===== src/rtl/coeff_stream_sink_if.sv =====
`default_nettype none
// ============================================================================
// Module      : coeff_stream_sink_if
// Description : ap_fifo-style read interface carrying coefficient words from
//               the weight streamer FIFO to the coefficient sink.
//               The master side is the FIFO and the slave side is the consumer.
// Revision    : 1.0 - initial release
// ============================================================================
interface coeff_stream_sink_if #(
  parameter int COEFF_WIDTH = 16
);

  logic [COEFF_WIDTH-1:0] input_V_dout;     // FIFO head word
  logic                   input_V_empty_n;  // FIFO holds at least one word
  logic                   input_V_read;     // pop strobe from the consumer

  // FIFO side: presents data and the non-empty flag, and observes the pop strobe
  modport master (
    output input_V_dout,
    output input_V_empty_n,
    input  input_V_read
  );

  // Consumer side: observes data and the non-empty flag, and drives the pop strobe
  modport slave (
    input  input_V_dout,
    input  input_V_empty_n,
    output input_V_read
  );

endinterface
`default_nettype wire


===== src/rtl/coeff_stream_sink.sv =====
`default_nettype none
// ============================================================================
// Module      : coeff_stream_sink
// Description : Drains exactly KERN_SIZE coefficients from an ap_fifo stream
//               into local RAM, then serves them through a ROM-like port
//               with a 1-cycle read latency. A reload pulse in DONE restarts
//               the load so that a new kernel can be streamed in.
//               Optional macro COEFF_STREAM_SINK_CHECKSUM_EN adds a
//               load_checksum output (running XOR of the current load).
// Revision    : 1.0 - initial release
// ============================================================================
module coeff_stream_sink #(
  parameter  int KERN_SIZE   = 288,
  parameter  int COEFF_WIDTH = 16,
  localparam int AW          = (KERN_SIZE > 1) ? $clog2(KERN_SIZE) : 1
) (
  input  wire logic                   ap_clk,
  input  wire logic                   ap_rst,
  coeff_stream_sink_if.slave          fifo,
  input  wire logic [AW-1:0]          weight_address,
  input  wire logic                   weight_ce,
  output logic      [COEFF_WIDTH-1:0] weight_q,
  input  wire logic                   reload,
  output logic                        loaded
`ifdef COEFF_STREAM_SINK_CHECKSUM_EN
  ,
  output logic      [COEFF_WIDTH-1:0] load_checksum
`endif
);

  // Index of the final word of a load, and the RAM depth widened so that
  // every address value can be compared against it.
  localparam logic [AW-1:0] LAST_IDX = AW'(KERN_SIZE - 1);
  localparam logic [AW:0]   DEPTH    = (AW + 1)'(KERN_SIZE);

  typedef enum logic [0:0] {
    S_LOAD = 1'b0,
    S_DONE = 1'b1
  } state_t;

  state_t                 r_state;
  state_t                 w_state_nxt;
  logic [AW-1:0]          r_wr_cnt;
  logic [AW-1:0]          w_wr_cnt_nxt;
  logic                   w_read;
  logic                   w_xfer;
  logic                   w_rd_in_range;

  logic [COEFF_WIDTH-1:0] mem [KERN_SIZE];

  // Pop strobe depends only on the registered state and the FIFO flag.
  assign fifo.input_V_read = w_read;

  // The RAM holds a complete kernel exactly while the FSM sits in DONE.
  assign loaded = (r_state == S_DONE);

  // Addresses beyond the kernel read back as zero instead of stale data.
  assign w_rd_in_range = ({1'b0, weight_address} < DEPTH);

  // Next-state, write-counter and pop-strobe decode.
  always_comb begin
    w_state_nxt  = r_state;
    w_wr_cnt_nxt = r_wr_cnt;
    w_read       = 1'b0;
    w_xfer       = 1'b0;
    case (r_state)
      S_LOAD: begin
        w_read = fifo.input_V_empty_n;
        w_xfer = fifo.input_V_empty_n;
        if (fifo.input_V_empty_n) begin
          if (r_wr_cnt == LAST_IDX) begin
            // Final word: stop popping; a same-cycle reload is not looked at.
            w_state_nxt  = S_DONE;
            w_wr_cnt_nxt = '0;
          end else begin
            w_wr_cnt_nxt = r_wr_cnt + AW'(1);
          end
        end
      end
      S_DONE: begin
        if (reload) begin
          w_state_nxt  = S_LOAD;
          w_wr_cnt_nxt = '0;
        end
      end
      default: begin
        w_state_nxt  = S_LOAD;
        w_wr_cnt_nxt = '0;
      end
    endcase
  end

  // State and write-counter registers; reset abandons any partial load.
  always_ff @(posedge ap_clk) begin
    if (ap_rst) begin
      r_state  <= S_LOAD;
      r_wr_cnt <= '0;
    end else begin
      r_state  <= w_state_nxt;
      r_wr_cnt <= w_wr_cnt_nxt;
    end
  end

  // RAM write port: one word per FIFO transfer; contents survive reset.
  always_ff @(posedge ap_clk) begin
    if (w_xfer) begin
      mem[r_wr_cnt] <= fifo.input_V_dout;
    end
  end

  // Registered read port; the old word is returned on a same-address write.
  always_ff @(posedge ap_clk) begin
    if (ap_rst) begin
      weight_q <= '0;
    end else if (weight_ce) begin
      weight_q <= w_rd_in_range ? mem[weight_address] : '0;
    end
  end

`ifdef COEFF_STREAM_SINK_CHECKSUM_EN
  logic [COEFF_WIDTH-1:0] r_checksum;

  assign load_checksum = r_checksum;

  // Running XOR of the words of the current load, restarted by reload.
  always_ff @(posedge ap_clk) begin
    if (ap_rst) begin
      r_checksum <= '0;
    end else if ((r_state == S_DONE) && reload) begin
      r_checksum <= '0;
    end else if (w_xfer) begin
      r_checksum <= r_checksum ^ fifo.input_V_dout;
    end
  end
`endif

endmodule
`default_nettype wire

===== src/flat_wrapper.sv =====
// flat-port wrapper written by rule: the top's interface ports become plain ports
module coeff_stream_sink_flat 
#(
  parameter  int KERN_SIZE   = 288,
  parameter  int COEFF_WIDTH = 16,
  localparam int AW          = (KERN_SIZE > 1) ? $clog2(KERN_SIZE) : 1
)
  (ap_clk, ap_rst, weight_address, weight_ce, weight_q, reload, loaded, fifo_input_V_dout, fifo_input_V_empty_n, fifo_input_V_read);
  coeff_stream_sink_if #(.COEFF_WIDTH(COEFF_WIDTH)) fifo_i ();
  input  wire logic ap_clk;
  input  wire logic ap_rst;
  input  wire logic [AW-1:0] weight_address;
  input  wire logic weight_ce;
  output logic      [COEFF_WIDTH-1:0] weight_q;
  input  wire logic reload;
  output logic loaded;
  input wire logic [$bits(fifo_i.input_V_dout)-1:0] fifo_input_V_dout;
  input wire logic [$bits(fifo_i.input_V_empty_n)-1:0] fifo_input_V_empty_n;
  output wire logic [$bits(fifo_i.input_V_read)-1:0] fifo_input_V_read;
  assign fifo_i.input_V_dout = fifo_input_V_dout;
  assign fifo_i.input_V_empty_n = fifo_input_V_empty_n;
  assign fifo_input_V_read = fifo_i.input_V_read;
  coeff_stream_sink #(.KERN_SIZE(KERN_SIZE), .COEFF_WIDTH(COEFF_WIDTH)) u_core (.ap_clk(ap_clk), .ap_rst(ap_rst), .fifo(fifo_i), .weight_address(weight_address), .weight_ce(weight_ce), .weight_q(weight_q), .reload(reload), .loaded(loaded));
endmodule

===== config.mk =====
export PLATFORM = sky130hd
export DESIGN_NAME = coeff_stream_sink_flat
export DESIGN_NICKNAME = d
export VERILOG_FILES = /design/src/rtl/coeff_stream_sink_if.sv /design/src/rtl/coeff_stream_sink.sv /design/src/flat_wrapper.sv
export SDC_FILE = /design/constraint.sdc
export NUM_CORES = 2
export LEC_CHECK = 0
export BUFFER_PORTS_ARGS = -buffer_cell sky130_fd_sc_hd__buf_4
export CORE_MARGIN = 5
export CORE_UTILIZATION = 57
export CTS_CLUSTER_SIZE = 40
export DETAILED_ROUTE_END_ITERATION = 8
export MAX_ROUTING_LAYER = met4
export PLACE_DENSITY = 0.75
export SLEW_MARGIN = 20
export SYNTH_ARGS = -nofsm -noshare
export SYNTH_HDL_FRONTEND = slang
export SYNTH_MEMORY_MAX_BITS = 65536
export SYNTH_SLANG_ARGS = --single-unit

===== constraint.sdc =====
create_clock -name ap_clk -period 2.5 [get_ports ap_clk]
set_input_delay 0.125 -clock ap_clk [delete_from_list [all_inputs] [get_ports ap_clk]]
set_output_delay 0.125 -clock ap_clk [all_outputs]
set_load 0.1 [all_outputs]

==> insert_results.sql <==
INSERT INTO impl_metrics (metric_group, metric, value, unit) VALUES
('worst_setup_path', 'max_stage_delay', '430', 'ps'),
('floorplan', 'fp.dieW', '569', 'µm'),
('timing', 'final_slew_viol_count', '0', ''),
('floorplan', 'io-pin-count', '48', ''),
('hold_path', 'hold_class', 'in -> reg', ''),
('worst_setup_path', 'cp-start-kind', 'flip-flop', ''),
('worst_setup_path', 'critical_path.cell_chain', 'mux4_2 -> o31ai_2 -> nor3_2 -> o311ai_2 -> buf_4 -> a211oi_4 -> buf_4 -> nand4_1 -> a311oi_1', ''),
('cells_and_area', 'net_count_final', '9521', ''),
('synth', 'synth.area.top_cells', 'sky130_fd_sc_hd__edfxtp_1 (78%), sky130_fd_sc_hd__mux4_2 (14%), sky130_fd_sc_hd__mux2i_1 (1.6%)', ''),
('synth', 'synth_fp_nets', '8116', ''),
('timing', 'max_clock_freq', '0.383', 'GHz'),
('worst_setup_path', 'setup.worst_path.end_class', 'flip-flop', ''),
('clock_network', 'cts-buffers-inserted', '442', ''),
('global_route', 'grt_overflow', '0', ''),
('drt', 'post-route-drc-count', '0', ''),
('global_route', 'globalRouteTotalUtil', '34.7', '%'),
('worst_setup_path', 'critPathArrivalTime', '3470', 'ps'),
('drt', 'viasPerCell', '7.02', ''),
('synth', 'yosys.area.top_type', 'sky130_fd_sc_hd__edfxtp_1', ''),
('timing', 'slew-limit-headroom', '22.5', '%'),
('placed_design', 'hpwl', '341000', 'µm'),
('worst_setup_path', 'worstPathRequired', '3360', 'ps'),
('worst_setup_path', 'timing_worst_setup_path_type', 'reg -> reg', ''),
('floorplan', 'initial_core_util', '57.2', '%'),
('global_route', 'pin_count_of_the_biggest_net_entering_global_routing', '101', ''),
('timing', 'rsz_0062_raised_after_global_routing', 'yes', ''),
('clock_network', 'cts-root-buf', 'sky130_fd_sc_hd__clkbuf_16', ''),
('clock_network', 'cts_setup_buffers', '0', ''),
('synth', 'yosysMostFrequentCell', 'sky130_fd_sc_hd__edfxtp_1', ''),
('placed_design', 'dpl.cell_count', '13200', ''),
('global_route', 'vias_in_the_first_global_route', '97000', ''),
('synth', 'synth-seq-cells', '4634', ''),
('drt', 'firstDrtPassIters', '9', ''),
('synth', 'postSynth.asyncResetShare', '0', '%'),
('worst_setup_path', 'critical_path.slowest_cell', 'sky130_fd_sc_hd__a211oi_4', ''),
('placed_design', 'detailed_place.area', '0.198', 'mm²'),
('timing', 'least_setup_slack_across_all_paths_after_layout', '-113', 'ps'),
('cells_and_area', 'final-instance-count-excl-fill', '14000', ''),
('timing', 'hold_viol_final', '0', ''),
('drt', 'wl_met1', '178000', 'µm'),
('synth', 'yosys-top-cells-count', 'sky130_fd_sc_hd__edfxtp_1 (4608), sky130_fd_sc_hd__mux4_2 (1108), sky130_fd_sc_hd__nor2_1 (363)', ''),
('clock_network', 'htree_levels', '5', ''),
('timing', 'report.final.setup_viol', '10', ''),
('drt', 'vias', '98700', ''),
('clock_network', 'cts_num_sinks', '4634', ''),
('cells_and_area', 'area.growth.synth_to_final', '19.3', '%'),
('run_status', 'violations', 'negative setup slack', ''),
('global_route', 'grt_antenna_before_repair', '36', ''),
('clock_network', 'tritoncts', 'yes', ''),
('drt', 'highest_layer', 'met4', ''),
('cells_and_area', 'final-seq-area', '0.139', 'mm²'),
('worst_setup_path', 'ff2ff_setup_slack', '-110', 'ps'),
('worst_setup_path', 'crit_path_max_fanout', '1', ''),
('run_status', 'result_of_the_run', 'finished with violations', ''),
('synth', 'synthDominantCellAreaShare', '77.6', '%'),
('cells_and_area', 'multi_input_area', '0.0380', 'mm²'),
('timing', 'worst-slew-pin-transition', '1150', 'ps'),
('placed_design', 'post-place-ws', '-1530', 'ps'),
('synth', 'postSynth.topFlopCell', 'sky130_fd_sc_hd__edfxtp_1', ''),
('power_and_ir_drop', 'power_density', '757', 'mW/mm²'),
('global_route', 'first_pass_grt_wire_length', '759000', 'µm'),
('floorplan', 'die_area', '0.324', 'mm²'),
('synth', 'synth_cells', '8082', ''),
('power_and_ir_drop', 'total_leakage_power', '68.3', 'nW'),
('clock_network', 'ctsLongestPathBuffers', '4', ''),
('drt', 'detailedRoute.firstIterationViolations', '18000', ''),
('drt', 'antenna_violating_nets_post_route', '0', ''),
('drt', 'met3_wirelength', '78000', 'µm'),
('floorplan', 'die_height', '569', 'µm'),
('drt', 'routed_wire_length_per_instance', '39.0', 'µm'),
('floorplan', 'placeableCoreArea', '0.312', 'mm²');
==> what timing repair did <==
| item | 4_1_cts | 5_1_grt |
|---|---|---|
| pin swaps | 29 | 34 |
| resized for setup | 102 | 40 |
| setup endpoints to repair | 16 | 64 |
| hold buffers | 32 | 1 |
| hold endpoints to repair | 3889 | 10 |
==> metal layers <==
layer | track usage [%] | up-vias
met2 | 51.1 | 9169
met5 | - | -
met1 | 44.4 | 50700
met4 | 19.2 | 0
li1 | - | 37100
met3 | 9.59 | 1691
==> flip-flops by register name, summed over array words and instances (netlist names) <==
register	count
u_core.loaded	1
u_core.mem	4608
u_core.r_wr_cnt	9
u_core.weight_q	16
==> area by class of cell <==
| class | instances | area share, % |
|---|---|---|
| multi-input combinational | 2970 | 17.9 |
| antenna | 47 | 0.0553 |
| sequential | 4634 | 65.3 |
| clock inverter | 274 | 1.28 |
| inverter | 9 | 0.0176 |
| clock buffer | 543 | 5.39 |
| tap | 4140 | 2.43 |
| timing repair buffer | 1430 | 7.66 |
==> report_power, final <==
| part | switching (mW) | internal (mW) | leakage [nW] | total [mW] |
|---|---|---|---|---|
| Clock | 29.6 | 36.3 | 6.84 | 65.9 |
| Sequential | 0.0757 | 85.4 | 41.6 | 85.5 |
| Combinational | 5.90 | 3.63 | 19.9 | 9.53 |
==> worst paths after layout <==
check,cells past startpoint,startpoint,end
setup / recovery,9,u_core.mem[166][8]$_DFFE_PP_,u_core.weight_q[8]$_SDFFE_PP0P_
setup reg to reg,9,u_core.mem[166][8]$_DFFE_PP_,u_core.weight_q[8]$_SDFFE_PP0P_
hold / removal,2,fifo_input_V_dout[2],u_core.mem[283][2]$_DFFE_PP_
hold reg to reg,2,u_core.weight_q[0]$_SDFFE_PP0P_,u_core.weight_q[0]$_SDFFE_PP0P_
==> layout by cell type, fill, tap and decap left out, types with 101 or more instances in the layout <==
master                         n
sky130_fd_sc_hd__buf_12      421
sky130_fd_sc_hd__buf_4       949
sky130_fd_sc_hd__nand2_1     175
sky130_fd_sc_hd__edfxtp_1   4608
sky130_fd_sc_hd__nand3_1     110
sky130_fd_sc_hd__nor2_1      240
sky130_fd_sc_hd__clkinv_1    101
sky130_fd_sc_hd__a22oi_1     148
sky130_fd_sc_hd__clkbuf_16   443
sky130_fd_sc_hd__mux2i_1     273
sky130_fd_sc_hd__mux4_2     1108
==> cells by family after synthesis <==
| kind of cell | Yosys count | share of synthesized area [%] |
|---|---|---|
| adders and majority gates | 4 | 0.0281 |
| muxes | 1403 | 15.7 |
| AOI/OAI and AO/OA | 605 | 2.34 |
| DFF | 4634 | 77.9 |
| buffers and inverters | 478 | 1.56 |
| xor gates and xnor gates | 1 | 0.00491 |
| and+or+nand+nor | 957 | 2.50 |
==> metrics by stage <==
step                      total power [mW]  hold WS (ps)  util [%]
after floorplan                       91.1           224         -
after global placement                96.0           455      63.4
after detailed placement              96.2           457      63.4
after CTS                              161          -498      68.2
after global routing                   165           128      68.3
final                                  161           134      68.3
==> critical path, delay by kind of cell, from the launching register on <==
family,cells,cell delay [ps]
AO/OA/AOI/OAI,4,970
AND/OR/NAND/NOR,2,510
buffers and inverters,2,410
flip-flops,1,340
multiplexers,1,250
No activity file was read; power rests on OpenSTA's default activity.
